`src/rtl/align_result_if.sv`:
```
// rtl/align_result_if.sv - traceback step input and frame byte output handshakes for align_result_tx
interface align_result_if #(
  parameter int OUT_WIDTH = 8
) ();
  logic                 tb_valid;
  logic [1:0]           tb_dir;
  logic                 tb_last;
  logic                 tb_ready;
  logic [OUT_WIDTH-1:0] out_data;
  logic                 out_valid;
  logic                 out_ready;

  modport master (
    output tb_valid, tb_dir, tb_last, out_ready,
    input  tb_ready, out_data, out_valid
  );

  modport slave (
    input  tb_valid, tb_dir, tb_last, out_ready,
    output tb_ready, out_data, out_valid
  );
endinterface

```
`src/rtl/align_result_tx.sv`:
```
// rtl/align_result_tx.sv - frames winning cell and traceback directions into bytes
// Optional trailing XOR check byte when ALIGN_TX_CHECKSUM_EN is defined.
module align_result_tx #(
  parameter int OUT_WIDTH   = 8,
  parameter int SEQ_LENGTH  = 32,
  parameter int SCORE_WIDTH = 7,
  parameter int POS_W       = 5,
  parameter int CNT_W       = 6
) (
  input  logic                   clk,
  input  logic                   rst,
  input  logic                   start,
  input  logic [SCORE_WIDTH-1:0] max_score,
  input  logic [POS_W-1:0]       max_row,
  input  logic [POS_W-1:0]       max_col,
  align_result_if.slave          bus,
  output logic                   busy,
  output logic                   done,
  output logic                   overflow
);

  localparam int MAX_STEPS = 2 * SEQ_LENGTH - 1;

  typedef enum logic [3:0] {
    S_IDLE, S_HDR, S_SCORE, S_ROW, S_COL, S_DIRS, S_FLUSH, S_TRAIL
`ifdef ALIGN_TX_CHECKSUM_EN
    , S_CHK
`endif
  } state_t;

  state_t                 state, state_n;
  logic [OUT_WIDTH-1:0]   out_data, out_data_n;
  logic                   out_valid, out_valid_n;
  logic [5:0]             acc, acc_n;
  logic [1:0]             acc_cnt, acc_cnt_n;
  logic [CNT_W-1:0]       step_cnt, step_cnt_n;
  logic                   trail_loaded, trail_loaded_n;
  logic                   overflow_n, done_n;
  logic [SCORE_WIDTH-1:0] score_q, score_n;
  logic [POS_W-1:0]       row_q, row_n, col_q, col_n;
  logic                   handshake, slot_free;
  logic [1:0]             dir_enc;
`ifdef ALIGN_TX_CHECKSUM_EN
  logic [OUT_WIDTH-1:0]   chk_q;
  logic                   byte_load;
`endif

  assign handshake     = out_valid && bus.out_ready;
  assign slot_free     = !out_valid || bus.out_ready;
  assign dir_enc       = (bus.tb_dir == 2'b10) ? 2'b00 : bus.tb_dir;
  assign bus.out_data  = out_data;
  assign bus.out_valid = out_valid;
  assign busy          = (state != S_IDLE);

  always_ff @(posedge clk) begin
    if (rst) begin
      state        <= S_IDLE;
      out_data     <= '0;
      out_valid    <= 1'b0;
      acc          <= '0;
      acc_cnt      <= '0;
      step_cnt     <= '0;
      trail_loaded <= 1'b0;
      overflow     <= 1'b0;
      done         <= 1'b0;
      score_q      <= '0;
      row_q        <= '0;
      col_q        <= '0;
    end else begin
      state        <= state_n;
      out_data     <= out_data_n;
      out_valid    <= out_valid_n;
      acc          <= acc_n;
      acc_cnt      <= acc_cnt_n;
      step_cnt     <= step_cnt_n;
      trail_loaded <= trail_loaded_n;
      overflow     <= overflow_n;
      done         <= done_n;
      score_q      <= score_n;
      row_q        <= row_n;
      col_q        <= col_n;
    end
  end

  always_comb begin
    state_n        = state;
    out_data_n     = out_data;
    out_valid_n    = out_valid;
    acc_n          = acc;
    acc_cnt_n      = acc_cnt;
    step_cnt_n     = step_cnt;
    trail_loaded_n = trail_loaded;
    overflow_n     = overflow;
    done_n         = 1'b0;
    score_n        = score_q;
    row_n          = row_q;
    col_n          = col_q;
    bus.tb_ready   = 1'b0;
    // A consumed byte empties the slot unless a state below reloads it.
    if (handshake) out_valid_n = 1'b0;

    case (state)
      S_IDLE: begin
        if (start) begin
          score_n        = max_score;
          row_n          = max_row;
          col_n          = max_col;
          overflow_n     = 1'b0;
          step_cnt_n     = '0;
          acc_n          = '0;
          acc_cnt_n      = '0;
          trail_loaded_n = 1'b0;
          out_data_n     = OUT_WIDTH'(8'hE0);
          out_valid_n    = 1'b1;
          state_n        = S_HDR;
        end
      end
      S_HDR: begin
        if (handshake) begin
          out_data_n  = OUT_WIDTH'({1'b0, score_q});
          out_valid_n = 1'b1;
          state_n     = S_SCORE;
        end
      end
      S_SCORE: begin
        if (handshake) begin
          out_data_n  = OUT_WIDTH'(row_q);
          out_valid_n = 1'b1;
          state_n     = S_ROW;
        end
      end
      S_ROW: begin
        if (handshake) begin
          out_data_n  = OUT_WIDTH'(col_q);
          out_valid_n = 1'b1;
          state_n     = S_COL;
        end
      end
      S_COL: begin
        if (handshake) state_n = S_DIRS;
      end
      S_DIRS: begin
        // Slots 0..2 need no output space; the 4th step completes a byte.
        bus.tb_ready = (acc_cnt != 2'd3) || slot_free;
        if (bus.tb_valid && bus.tb_ready) begin
          if (step_cnt == CNT_W'(MAX_STEPS)) begin
            overflow_n = 1'b1;
          end else begin
            step_cnt_n = step_cnt + 1'b1;
            if (acc_cnt == 2'd3) begin
              out_data_n  = OUT_WIDTH'({dir_enc, acc});
              out_valid_n = 1'b1;
              acc_n       = '0;
              acc_cnt_n   = '0;
            end else begin
              acc_n[{acc_cnt, 1'b0} +: 2] = dir_enc;
              acc_cnt_n                   = acc_cnt + 2'd1;
            end
          end
          if (bus.tb_last) state_n = (acc_cnt_n == 2'd0) ? S_TRAIL : S_FLUSH;
        end
      end
      S_FLUSH: begin
        if (slot_free) begin
          out_data_n  = OUT_WIDTH'({2'b00, acc});
          out_valid_n = 1'b1;
          acc_n       = '0;
          acc_cnt_n   = '0;
          state_n     = S_TRAIL;
        end
      end
      S_TRAIL: begin
        // The last direction byte may still occupy the slot on entry.
        if (!trail_loaded) begin
          if (slot_free) begin
            out_data_n     = OUT_WIDTH'({2'b11, step_cnt});
            out_valid_n    = 1'b1;
            trail_loaded_n = 1'b1;
          end
        end else if (handshake) begin
`ifdef ALIGN_TX_CHECKSUM_EN
          out_data_n  = chk_q;
          out_valid_n = 1'b1;
          state_n     = S_CHK;
`else
          done_n  = 1'b1;
          state_n = S_IDLE;
`endif
        end
      end
`ifdef ALIGN_TX_CHECKSUM_EN
      S_CHK: begin
        if (handshake) begin
          done_n  = 1'b1;
          state_n = S_IDLE;
        end
      end
`endif
      default: state_n = S_IDLE;
    endcase
  end

`ifdef ALIGN_TX_CHECKSUM_EN
  // Running XOR of every byte placed in the output register; the header restarts it.
  assign byte_load = out_valid_n && (!out_valid || handshake);

  always_ff @(posedge clk) begin
    if (rst) begin
      chk_q <= '0;
    end else if (byte_load) begin
      chk_q <= (state == S_IDLE) ? out_data_n : (chk_q ^ out_data_n);
    end
  end
`endif

endmodule

```
`src/flat_wrapper.sv`:
```
// flat-port wrapper written by rule: the top's interface ports become plain ports
module align_result_tx_flat 
#(
  parameter int OUT_WIDTH   = 8,
  parameter int SEQ_LENGTH  = 32,
  parameter int SCORE_WIDTH = 7,
  parameter int POS_W       = 5,
  parameter int CNT_W       = 6
)
  (clk, rst, start, max_score, max_row, max_col, busy, done, overflow, bus_tb_valid, bus_tb_dir, bus_tb_last, bus_out_ready, bus_tb_ready, bus_out_data, bus_out_valid);
  align_result_if #(.OUT_WIDTH(OUT_WIDTH)) bus_i ();
  input  logic clk;
  input  logic rst;
  input  logic start;
  input  logic [SCORE_WIDTH-1:0] max_score;
  input  logic [POS_W-1:0] max_row;
  input  logic [POS_W-1:0] max_col;
  output logic busy;
  output logic done;
  output logic overflow;
  input wire logic [$bits(bus_i.tb_valid)-1:0] bus_tb_valid;
  input wire logic [$bits(bus_i.tb_dir)-1:0] bus_tb_dir;
  input wire logic [$bits(bus_i.tb_last)-1:0] bus_tb_last;
  input wire logic [$bits(bus_i.out_ready)-1:0] bus_out_ready;
  output wire logic [$bits(bus_i.tb_ready)-1:0] bus_tb_ready;
  output wire logic [$bits(bus_i.out_data)-1:0] bus_out_data;
  output wire logic [$bits(bus_i.out_valid)-1:0] bus_out_valid;
  assign bus_i.tb_valid = bus_tb_valid;
  assign bus_i.tb_dir = bus_tb_dir;
  assign bus_i.tb_last = bus_tb_last;
  assign bus_i.out_ready = bus_out_ready;
  assign bus_tb_ready = bus_i.tb_ready;
  assign bus_out_data = bus_i.out_data;
  assign bus_out_valid = bus_i.out_valid;
  align_result_tx #(.OUT_WIDTH(OUT_WIDTH), .SEQ_LENGTH(SEQ_LENGTH), .SCORE_WIDTH(SCORE_WIDTH), .POS_W(POS_W), .CNT_W(CNT_W)) u_core (.clk(clk), .rst(rst), .start(start), .max_score(max_score), .max_row(max_row), .max_col(max_col), .bus(bus_i), .busy(busy), .done(done), .overflow(overflow));
endmodule
```
`config.mk`:
```
export PLATFORM = sky130hd
export DESIGN_NAME = align_result_tx_flat
export DESIGN_NICKNAME = d
export VERILOG_FILES = /design/src/rtl/align_result_if.sv /design/src/rtl/align_result_tx.sv /design/src/flat_wrapper.sv
export SDC_FILE = /design/constraint.sdc
export NUM_CORES = 1
export LEC_CHECK = 0
export BUFFER_PORTS_ARGS = -buffer_cell sky130_fd_sc_hd__clkbuf_2
export CORE_MARGIN = 2
export CORE_UTILIZATION = 30
export DETAILED_ROUTE_END_ITERATION = 16
export GPL_TIMING_DRIVEN = 0
export PLACE_DENSITY = 0.55
export SYNTH_ARGS = -nofsm -noshare
export SYNTH_HDL_FRONTEND = slang
export SYNTH_SLANG_ARGS = --single-unit
```
`constraint.sdc`:
```
create_clock -name clk -period 1.95 [get_ports clk]
set_clock_uncertainty 0.1 [all_clocks]
set_input_delay 0.195 -clock clk [delete_from_list [all_inputs] [get_ports clk]]
set_output_delay 0.195 -clock clk [all_outputs]
set_load 0.02 [all_outputs]
```
==> results of run 1 <==
==> flip-flops by register name, indices dropped and copies added (netlist names) <==
signal / count
u_core.trail_loaded: 1
u_core.state: 3
u_core.overflow: 1
u_core.bus.out_data: 8
u_core.bus.out_valid: 1
u_core.col_q: 5
u_core.row_q: 5
u_core.acc: 6
u_core.step_cnt: 6
u_core.done: 1
u_core.score_q: 7
u_core.acc_cnt: 2
==> through the flow <==
step	util [%]	TNS [ps]	cells	instance area, um2	worst slack [ps]
3_5_place_dp	34.3	-3350	447	2950	-224
3_3_place_gp	34.3	-3360	447	2950	-207
6_report	37.5	0	463	3220	59.0
5_1_grt	37.5	0	463	3220	4.63
4_1_cts	36.5	0	461	3130	1.93
2_1_floorplan	-	0	302	2630	16.6
==> cell families after synthesis <==
logic type / Yosys count / synth area share (%)
DFF: 46 / 35.2
and+or+nand+nor: 123 / 24.7
muxes: 19 / 8.14
adders and majority gates: 5 / 2.39
AOI/OAI and AO/OA: 77 / 22.7
xor gates and xnor gates: 1 / 0.335
buffers and inverters: 31 / 6.47
==> routing by layer <==
metal | vias up | global-route usage [%] | wire [um] | part of all wire (%)
met2 | 66 | 25.2 | 3550 | 46
met4 | 0 | 3.21 | 58 | 0.76
met5 | - | 0 | 0 | 0
met1 | 1190 | 23.0 | 3640 | 47
li1 | 1211 | - | - | -
met3 | 4 | 2.88 | 427 | 5.6
==> critical path, delay by kind of cell, from the launching register on <==
| family | cells | cell delay (ps) |
|---|---|---|
| flip-flops | 1 | 320 |
| AND/OR/NAND/NOR | 2 | 470 |
| AO/OA/AOI/OAI | 1 | 320 |
| multiplexers | 1 | 290 |
| buffers and inverters | 2 | 290 |
==> worst paths after layout <==
kind,from,end,slack (ps),depth (start not counted)
max,u_core.state[2]$_SDFFE_PP0P_,u_core.state[1]$_SDFFE_PP0P_,60,6
min,max_col[1],u_core.col_q[1]$_SDFFE_PP0P_,-0.9,3
max reg2reg,u_core.state[2]$_SDFFE_PP0P_,u_core.state[1]$_SDFFE_PP0P_,60,6
min reg2reg,u_core.score_q[4]$_SDFFE_PP0P_,u_core.score_q[4]$_SDFFE_PP0P_,360,2
==> cell type report <==
cell class                 instances  area (um2)
buffer                            21         150
clock buffer                       6        72.6
clock inverter                     2        37.5
fill                             904        5370
inverter                           9        33.8
multi-input combinational        225        1600
sequential                        46         930
tap                              108         135
timing repair buffer              46         268
==> cells in the mapped netlist (2+ instances only) <==
| cell | number |
|---|---|
| sky130_fd_sc_hd__dfxtp_1 | 46 |
| sky130_fd_sc_hd__and4_1 | 3 |
| sky130_fd_sc_hd__a311o_1 | 5 |
| sky130_fd_sc_hd__and3b_1 | 2 |
| sky130_fd_sc_hd__buf_6 | 4 |
| sky130_fd_sc_hd__nand2_1 | 51 |
| sky130_fd_sc_hd__mux2_4 | 3 |
| sky130_fd_sc_hd__a21oi_1 | 26 |
| sky130_fd_sc_hd__mux2_2 | 6 |
| sky130_fd_sc_hd__nor4bb_1 | 2 |
| sky130_fd_sc_hd__a221oi_1 | 7 |
| sky130_fd_sc_hd__ha_1 | 5 |
| sky130_fd_sc_hd__a31oi_1 | 2 |
| sky130_fd_sc_hd__a2111oi_0 | 3 |
| sky130_fd_sc_hd__inv_1 | 8 |
| sky130_fd_sc_hd__a211oi_2 | 2 |
| sky130_fd_sc_hd__and3_1 | 3 |
| sky130_fd_sc_hd__o2111ai_1 | 3 |
| sky130_fd_sc_hd__or3_1 | 5 |
| sky130_fd_sc_hd__buf_4 | 4 |
| sky130_fd_sc_hd__a22o_1 | 3 |
| sky130_fd_sc_hd__nand2b_1 | 9 |
| sky130_fd_sc_hd__nor3_1 | 4 |
| sky130_fd_sc_hd__a211oi_1 | 2 |
| sky130_fd_sc_hd__nor2b_1 | 4 |
| sky130_fd_sc_hd__nor2_1 | 13 |
| sky130_fd_sc_hd__nand3b_1 | 4 |
| sky130_fd_sc_hd__clkbuf_1 | 8 |
| sky130_fd_sc_hd__o21ai_0 | 7 |
| sky130_fd_sc_hd__buf_2 | 6 |
| sky130_fd_sc_hd__or2_2 | 2 |
| sky130_fd_sc_hd__mux2i_1 | 10 |
| sky130_fd_sc_hd__nand3_1 | 13 |
==> where the power goes <==
| part | internal, mW | leakage (nW) | switching [mW] |
|---|---|---|---|
| registers | 1.07 | 0.377 | 0.0744 |
| clock network | 0.383 | 0.0514 | 0.352 |
| logic | 0.740 | 0.774 | 0.927 |
| total | 2.20 | 1.20 | 1.35 |
==> repair_timing <==
item,CTS,global route
hold buffers,1,0
resized for setup,10,19
setup endpoints to repair,18,23
pin swaps,4,4
setup buffers,6,2
hold endpoints to repair,1,0
==> metrics.txt, run 1 <==
# TYPE chip_impl_metric gauge
chip_impl_info{name="rsz_0062_raised_after_global_routing",value="false"} 1
chip_impl_info{name="synthTopCellsByArea",value="sky130_fd_sc_hd__dfxtp_1 (35%), sky130_fd_sc_hd__nand2_1 (7.3%), sky130_fd_sc_hd__a21oi_1 (5.0%)"} 1
chip_impl_metric{name="grt.total_usage",unit="%"} 15.9
chip_impl_metric{name="power.static_leakage",unit="nW"} 1.20
chip_impl_info{name="clockRootBuffer",value="sky130_fd_sc_hd__clkbuf_8"} 1
chip_impl_metric{name="hpwlAfterDp",unit="um"} 5420
chip_impl_metric{name="finalPower",unit="mW"} 3.55
chip_impl_metric{name="min_period_over_period",unit="%"} 97.0
chip_impl_metric{name="core_area",unit="um2"} 8590
chip_impl_metric{name="max_freq",unit="MHz"} 529
chip_impl_metric{name="cp.arrival",unit="ps"} 2000
chip_impl_metric{name="viasPerCell",unit=""} 5.34
chip_impl_metric{name="final.hold.worst_slack",unit="ps"} -0.889
chip_impl_metric{name="placement.io_buffers",unit=""} 37
chip_impl_metric{name="post_route_cells_drive_above_1_share",unit="%"} 29.6
chip_impl_info{name="critPathCaptureType",value="flop"} 1
chip_impl_metric{name="slowest_delay",unit="ps"} 320
chip_impl_metric{name="synth.net_count",unit=""} 332
chip_impl_metric{name="detail_route.drc_violations",unit=""} 0
chip_impl_metric{name="drt_pass1_iterations",unit=""} 5
chip_impl_metric{name="synth_instances",unit=""} 302
chip_impl_metric{name="placement_rows",unit=""} 34
chip_impl_metric{name="postRouteAntennaNets",unit=""} 0
chip_impl_metric{name="min_clock_period_post_route",unit="ps"} 1890
chip_impl_metric{name="worst_ep_required_time",unit="ps"} 2060
chip_impl_metric{name="critical_path.max_fanout",unit=""} 10
chip_impl_metric{name="area_delta_synth_final",unit="%"} 23.4
chip_impl_metric{name="place_congestion",unit=""} 0.876
chip_impl_metric{name="netlist.area_leader.share",unit="%"} 35.2
chip_impl_info{name="min_delay_worst_type",value="primary input to flop"} 1
chip_impl_metric{name="finalHoldViolations",unit=""} 2
chip_impl_info{name="cpMostUsedCell",value="sky130_fd_sc_hd__buf_6"} 1
chip_impl_metric{name="routed_wl_per_cell",unit="um"} 16.6
chip_impl_metric{name="yosysSeqAreaShare",unit="%"} 35.2
chip_impl_metric{name="dieHeight",unit="um"} 97.3
chip_impl_metric{name="relSlewSlack",unit="%"} 58.0
chip_impl_info{name="critical_path.startpoint_type",value="flop"} 1
chip_impl_metric{name="mean_instance_size_in_the_synthesized_netlist",unit="um2"} 8.65
chip_impl_metric{name="die_width",unit="um"} 97.3
chip_impl_info{name="post-synth-top-area-cell",value="sky130_fd_sc_hd__dfxtp_1"} 1
chip_impl_metric{name="grt_start_max_net_pins",unit=""} 15
chip_impl_metric{name="antennaDiodeCount",unit=""} 0
chip_impl_metric{name="synth.ff_latch_count",unit=""} 46
chip_impl_metric{name="design.die.area",unit="um2"} 9470
chip_impl_metric{name="grt_pass1_vias",unit=""} 2322
chip_impl_metric{name="synth.cell_area",unit="um2"} 2610
chip_impl_info{name="timing_worst_setup_path_type",value="flop to flop"} 1
chip_impl_metric{name="synth_cell_types",unit=""} 60
chip_impl_metric{name="initial_core_util",unit="%"} 30.4
chip_impl_metric{name="synthesis_warning_total",unit=""} 0
chip_impl_info{name="critical-path-slowest-cell",value="sky130_fd_sc_hd__dfxtp_1"} 1
chip_impl_metric{name="cellPowerDensity",unit="nW/um2"} 1100
chip_impl_metric{name="drtIter0Drc",unit=""} 167
chip_impl_metric{name="maxCapViolCount",unit=""} 0
chip_impl_metric{name="worstMarginPinSlew",unit="ps"} 630
chip_impl_metric{name="wire_length_of_the_first_global_routing_pass",unit="um"} 12100
chip_impl_metric{name="synth_enable_flop_cells",unit=""} 0
chip_impl_info{name="violations",value="negative hold slack"} 1
chip_impl_metric{name="cts_made_buffers",unit=""} 5
chip_impl_metric{name="worst_ir_drop_vdd",unit="uV"} 355
chip_impl_info{name="path_cells",value="buf_6, and3b_1, buf_6, a211oi_4, and4_4, mux2_4"} 1
chip_impl_info{name="dominantRegCellSynth",value="sky130_fd_sc_hd__dfxtp_1"} 1
chip_impl_metric{name="cts_num_sinks",unit=""} 46
chip_impl_metric{name="grt_ovf",unit=""} 0
chip_impl_metric{name="total_nets_final",unit=""} 384
chip_impl_metric{name="clock_tree.buffer_depth",unit=""} 2
chip_impl_info{name="highest_count_cells_in_the_layout_ignoring_fill_and_taps",value="sky130_fd_sc_hd__nand2_1 (49), sky130_fd_sc_hd__dfxtp_1 (41), sky130_fd_sc_hd__clkbuf_2 (38)"} 1
chip_impl_info{name="tritoncts",value="built"} 1
chip_impl_info{name="final_common_cell",value="sky130_fd_sc_hd__nand2_1"} 1
chip_impl_metric{name="io_pins",unit=""} 38
chip_impl_metric{name="detail_route.wirelength",unit="um"} 7670
chip_impl_info{name="status",value="finished, violations left"} 1
chip_impl_metric{name="setup-violations-final",unit=""} 0
chip_impl_metric{name="timing_max_transition_violations_final",unit=""} 0
chip_impl_metric{name="grt_antenna_before_repair",unit=""} 0
chip_impl_metric{name="via_count",unit=""} 2471
chip_impl_metric{name="synth-async-reset-ratio",unit="%"} 0
chip_impl_metric{name="cts_max_level",unit=""} 2
chip_impl_metric{name="worstSkewPairLatency",unit="ps"} 310
chip_impl_metric{name="clk_pin_slew",unit="ps"} 90
(Power assumes the default switching activity.)
==> run 2: changes to the inputs <==
PLACE_DENSITY = unset   (was 0.55)
==> run 2 against run 1 <==
Net effect:
- largest power group unchanged
- hold slack improved by 1.3 ps
- maximum frequency shrank 0.47%
- global-route usage shrank 0.24 points
- sequential power barely moved
- critical endpoint unchanged
- flip-flop and latch count did not move
- critical path depth stayed put
- the flow now finishes without violations
==> metrics.txt, run 2 (synthesized netlist as in run 1, its figures left out) <==
# TYPE chip_impl_metric gauge
chip_impl_info{name="tritoncts",value="built"} 1
chip_impl_metric{name="cts_max_level",unit=""} 2
chip_impl_metric{name="wire_length_of_the_first_global_routing_pass",unit="um"} 12200
chip_impl_metric{name="max_freq",unit="MHz"} 526
chip_impl_info{name="largestRegisters",value="u_core.bus.out_data x8, u_core.score_q x7"} 1
chip_impl_metric{name="area_delta_synth_final",unit="%"} 22.7
chip_impl_metric{name="worst_ir_drop_vdd",unit="uV"} 644
chip_impl_metric{name="worstSkewPairLatency",unit="ps"} 300
chip_impl_metric{name="share_seq_of_total_power",unit="%"} 34.1
chip_impl_metric{name="grt_start_max_net_pins",unit=""} 13
chip_impl_metric{name="timing_max_transition_violations_final",unit=""} 0
chip_impl_metric{name="clock_tree.buffer_depth",unit=""} 2
chip_impl_metric{name="flip_flop_count_of_the_largest_register_after_layout",unit=""} 8
chip_impl_metric{name="power.share.switching",unit="%"} 38.8
chip_impl_metric{name="total_nets_final",unit=""} 387
chip_impl_metric{name="postRouteAntennaNets",unit=""} 0
chip_impl_metric{name="place_congestion",unit=""} 0.868
chip_impl_metric{name="detailed_place.area",unit="um2"} 2950
chip_impl_metric{name="net-switching-power",unit="mW"} 1.31
chip_impl_metric{name="cts_made_buffers",unit=""} 5
chip_impl_metric{name="min_clock_period_post_route",unit="ps"} 1900
chip_impl_metric{name="cellPowerDensity",unit="nW/um2"} 1050
chip_impl_metric{name="postCtsHoldBufs",unit=""} 0
chip_impl_metric{name="design_area",unit="um2"} 3210
chip_impl_metric{name="worstMarginPinSlew",unit="ps"} 507
chip_impl_metric{name="finalHoldViolations",unit=""} 0
chip_impl_metric{name="grt_ovf",unit=""} 0
chip_impl_metric{name="initial_core_util",unit="%"} 30.4
chip_impl_metric{name="relSlewSlack",unit="%"} 66.2
chip_impl_metric{name="post_route_cells_drive_above_1_share",unit="%"} 30.5
chip_impl_metric{name="detail_route.drc_violations",unit=""} 0
chip_impl_info{name="highest_count_cells_in_the_layout_ignoring_fill_and_taps",value="sky130_fd_sc_hd__nand2_1 (49), sky130_fd_sc_hd__dfxtp_1 (41), sky130_fd_sc_hd__clkbuf_2 (38)"} 1
chip_impl_info{name="critPathCaptureType",value="flop"} 1
chip_impl_info{name="clockRootBuffer",value="sky130_fd_sc_hd__clkbuf_8"} 1
chip_impl_info{name="final_common_cell",value="sky130_fd_sc_hd__nand2_1"} 1
chip_impl_metric{name="via_count",unit=""} 2504
chip_impl_metric{name="drt_pass1_iterations",unit=""} 4
chip_impl_info{name="timing_worst_setup_path_type",value="flop to flop"} 1
chip_impl_metric{name="internal_power",unit="mW"} 2.07
chip_impl_metric{name="placement_rows",unit=""} 34
chip_impl_metric{name="cp.arrival",unit="ps"} 2000
chip_impl_metric{name="clock_power_share",unit="%"} 17.0
chip_impl_info{name="status",value="finished, final reports clean"} 1
chip_impl_metric{name="reg2reg_depth",unit=""} 6
chip_impl_info{name="min_delay_worst_type",value="primary input to flop"} 1
chip_impl_metric{name="min_period_over_period",unit="%"} 97.4
chip_impl_metric{name="drtIter0Drc",unit=""} 215
chip_impl_metric{name="dieHeight",unit="um"} 97.3
chip_impl_metric{name="power.static_leakage",unit="nW"} 1.21
chip_impl_metric{name="gate_power_share",unit="%"} 48.9
chip_impl_info{name="register_name_with_the_most_flops",value="u_core.bus.out_data"} 1
chip_impl_metric{name="hold_depth",unit=""} 3
chip_impl_metric{name="clk_pin_slew",unit="ps"} 90
chip_impl_metric{name="grt.total_usage",unit="%"} 15.7
chip_impl_metric{name="viasPerCell",unit=""} 5.38
chip_impl_metric{name="grt_antenna_before_repair",unit=""} 0
chip_impl_metric{name="routed_wl_per_cell",unit="um"} 15.9
chip_impl_metric{name="hpwlAfterDp",unit="um"} 5330
chip_impl_metric{name="core_area",unit="um2"} 8590
chip_impl_metric{name="maxCapViolCount",unit=""} 0
chip_impl_metric{name="grt_pass1_vias",unit=""} 2411
chip_impl_info{name="critical_path.startpoint_type",value="flop"} 1
chip_impl_info{name="rsz_0062_raised_after_global_routing",value="false"} 1
chip_impl_metric{name="detail_route.wirelength",unit="um"} 7420
chip_impl_metric{name="die_width",unit="um"} 97.3
chip_impl_metric{name="io_pins",unit=""} 38
chip_impl_metric{name="finalPower",unit="mW"} 3.38
chip_impl_metric{name="cts_num_sinks",unit=""} 46
chip_impl_metric{name="antennaDiodeCount",unit=""} 0
chip_impl_metric{name="placement.io_buffers",unit=""} 37
chip_impl_metric{name="setup-violations-final",unit=""} 0
chip_impl_metric{name="critical_path.max_fanout",unit=""} 8
chip_impl_metric{name="worst_ep_required_time",unit="ps"} 2050
chip_impl_metric{name="design.die.area",unit="um2"} 9470
-- run 2: cell types whose count changed in the layout (fill, tap and decap cells not counted), moves of 2 or more --
cell / before / now
sky130_fd_sc_hd__clkbuf_4: 2 / 4
sky130_fd_sc_hd__buf_4: 11 / 13
sky130_fd_sc_hd__a221oi_1: 6 / 4
sky130_fd_sc_hd__a2111oi_1: 0 / 2
sky130_fd_sc_hd__a221oi_2: 1 / 3
-- run 2: stage by stage --
step | util, % | cells | hold WS, ps | setup WS (ps) | setup TNS, ps
floorplan | - | 302 | 231 | 16.6 | 0
global placement | 34.3 | 447 | 319 | -159 | -453
detailed placement | 34.3 | 447 | 326 | -155 | -452
CTS | 36.1 | 459 | 4.23 | 1.16 | 0
global route | 37.3 | 465 | 21.0 | 2.51 | 0
finish | 37.3 | 465 | 0.411 | 50.1 | 0
-- run 2: final timing paths --
kind	from	end	slack (ps)
hold reg to reg	u_core.col_q[1]$_SDFFE_PP0P_	u_core.col_q[1]$_SDFFE_PP0P_	360
hold / removal	max_col[3]	u_core.col_q[3]$_SDFFE_PP0P_	0.4
setup / recovery	u_core.state[2]$_SDFFE_PP0P_	u_core.state[1]$_SDFFE_PP0P_	50
setup reg to reg	u_core.state[2]$_SDFFE_PP0P_	u_core.state[1]$_SDFFE_PP0P_	50
-- run 2: critical path, stage by stage, from the launching register on --
cell and delay (ps):
sky130_fd_sc_hd__dfxtp_1 310, sky130_fd_sc_hd__buf_6 130, sky130_fd_sc_hd__and3b_1 190, sky130_fd_sc_hd__buf_6 130
sky130_fd_sc_hd__a211oi_4 340, sky130_fd_sc_hd__and4_4 290, sky130_fd_sc_hd__mux2_4 290
-- run 2: power by group through the flow --
stage          Clock [mW]  Combinational, mW  Sequential (mW)
2_1_floorplan           0               1.06             1.20
3_3_place_gp            0               1.46             1.17
3_5_place_dp            0               1.46             1.17
4_1_cts             0.581               1.57             1.15
5_1_grt             0.610               1.79             1.17
6_report            0.574               1.65             1.15
-- run 2: cell type report --
| type | count | area (um2) |
|---|---|---|
| flip-flops and latches | 46 | 930 |
| inverters | 9 | 33.8 |
| fillers | 906 | 5390 |
| multi-input cells | 225 | 1590 |
| plain buffers | 21 | 150 |
| clock buffers | 7 | 76.3 |
| well taps | 108 | 135 |
| repair buffers | 49 | 288 |
-- run 2: per-layer routing --
metal  global-route usage, %  vias up  routed length (um)
met5                       0        -                   0
met4                    3.53        0                  70
met3                    2.30        7                 347
met2                    25.0       76                3370
met1                    22.6     1202                3620
li1                        -     1219                   -
-- run 2: repair_timing --
item,in CTS,in global routing
buffers inserted,6,6
pin swaps,3,5
gates resized for setup,11,18
setup endpoints to repair,16,41
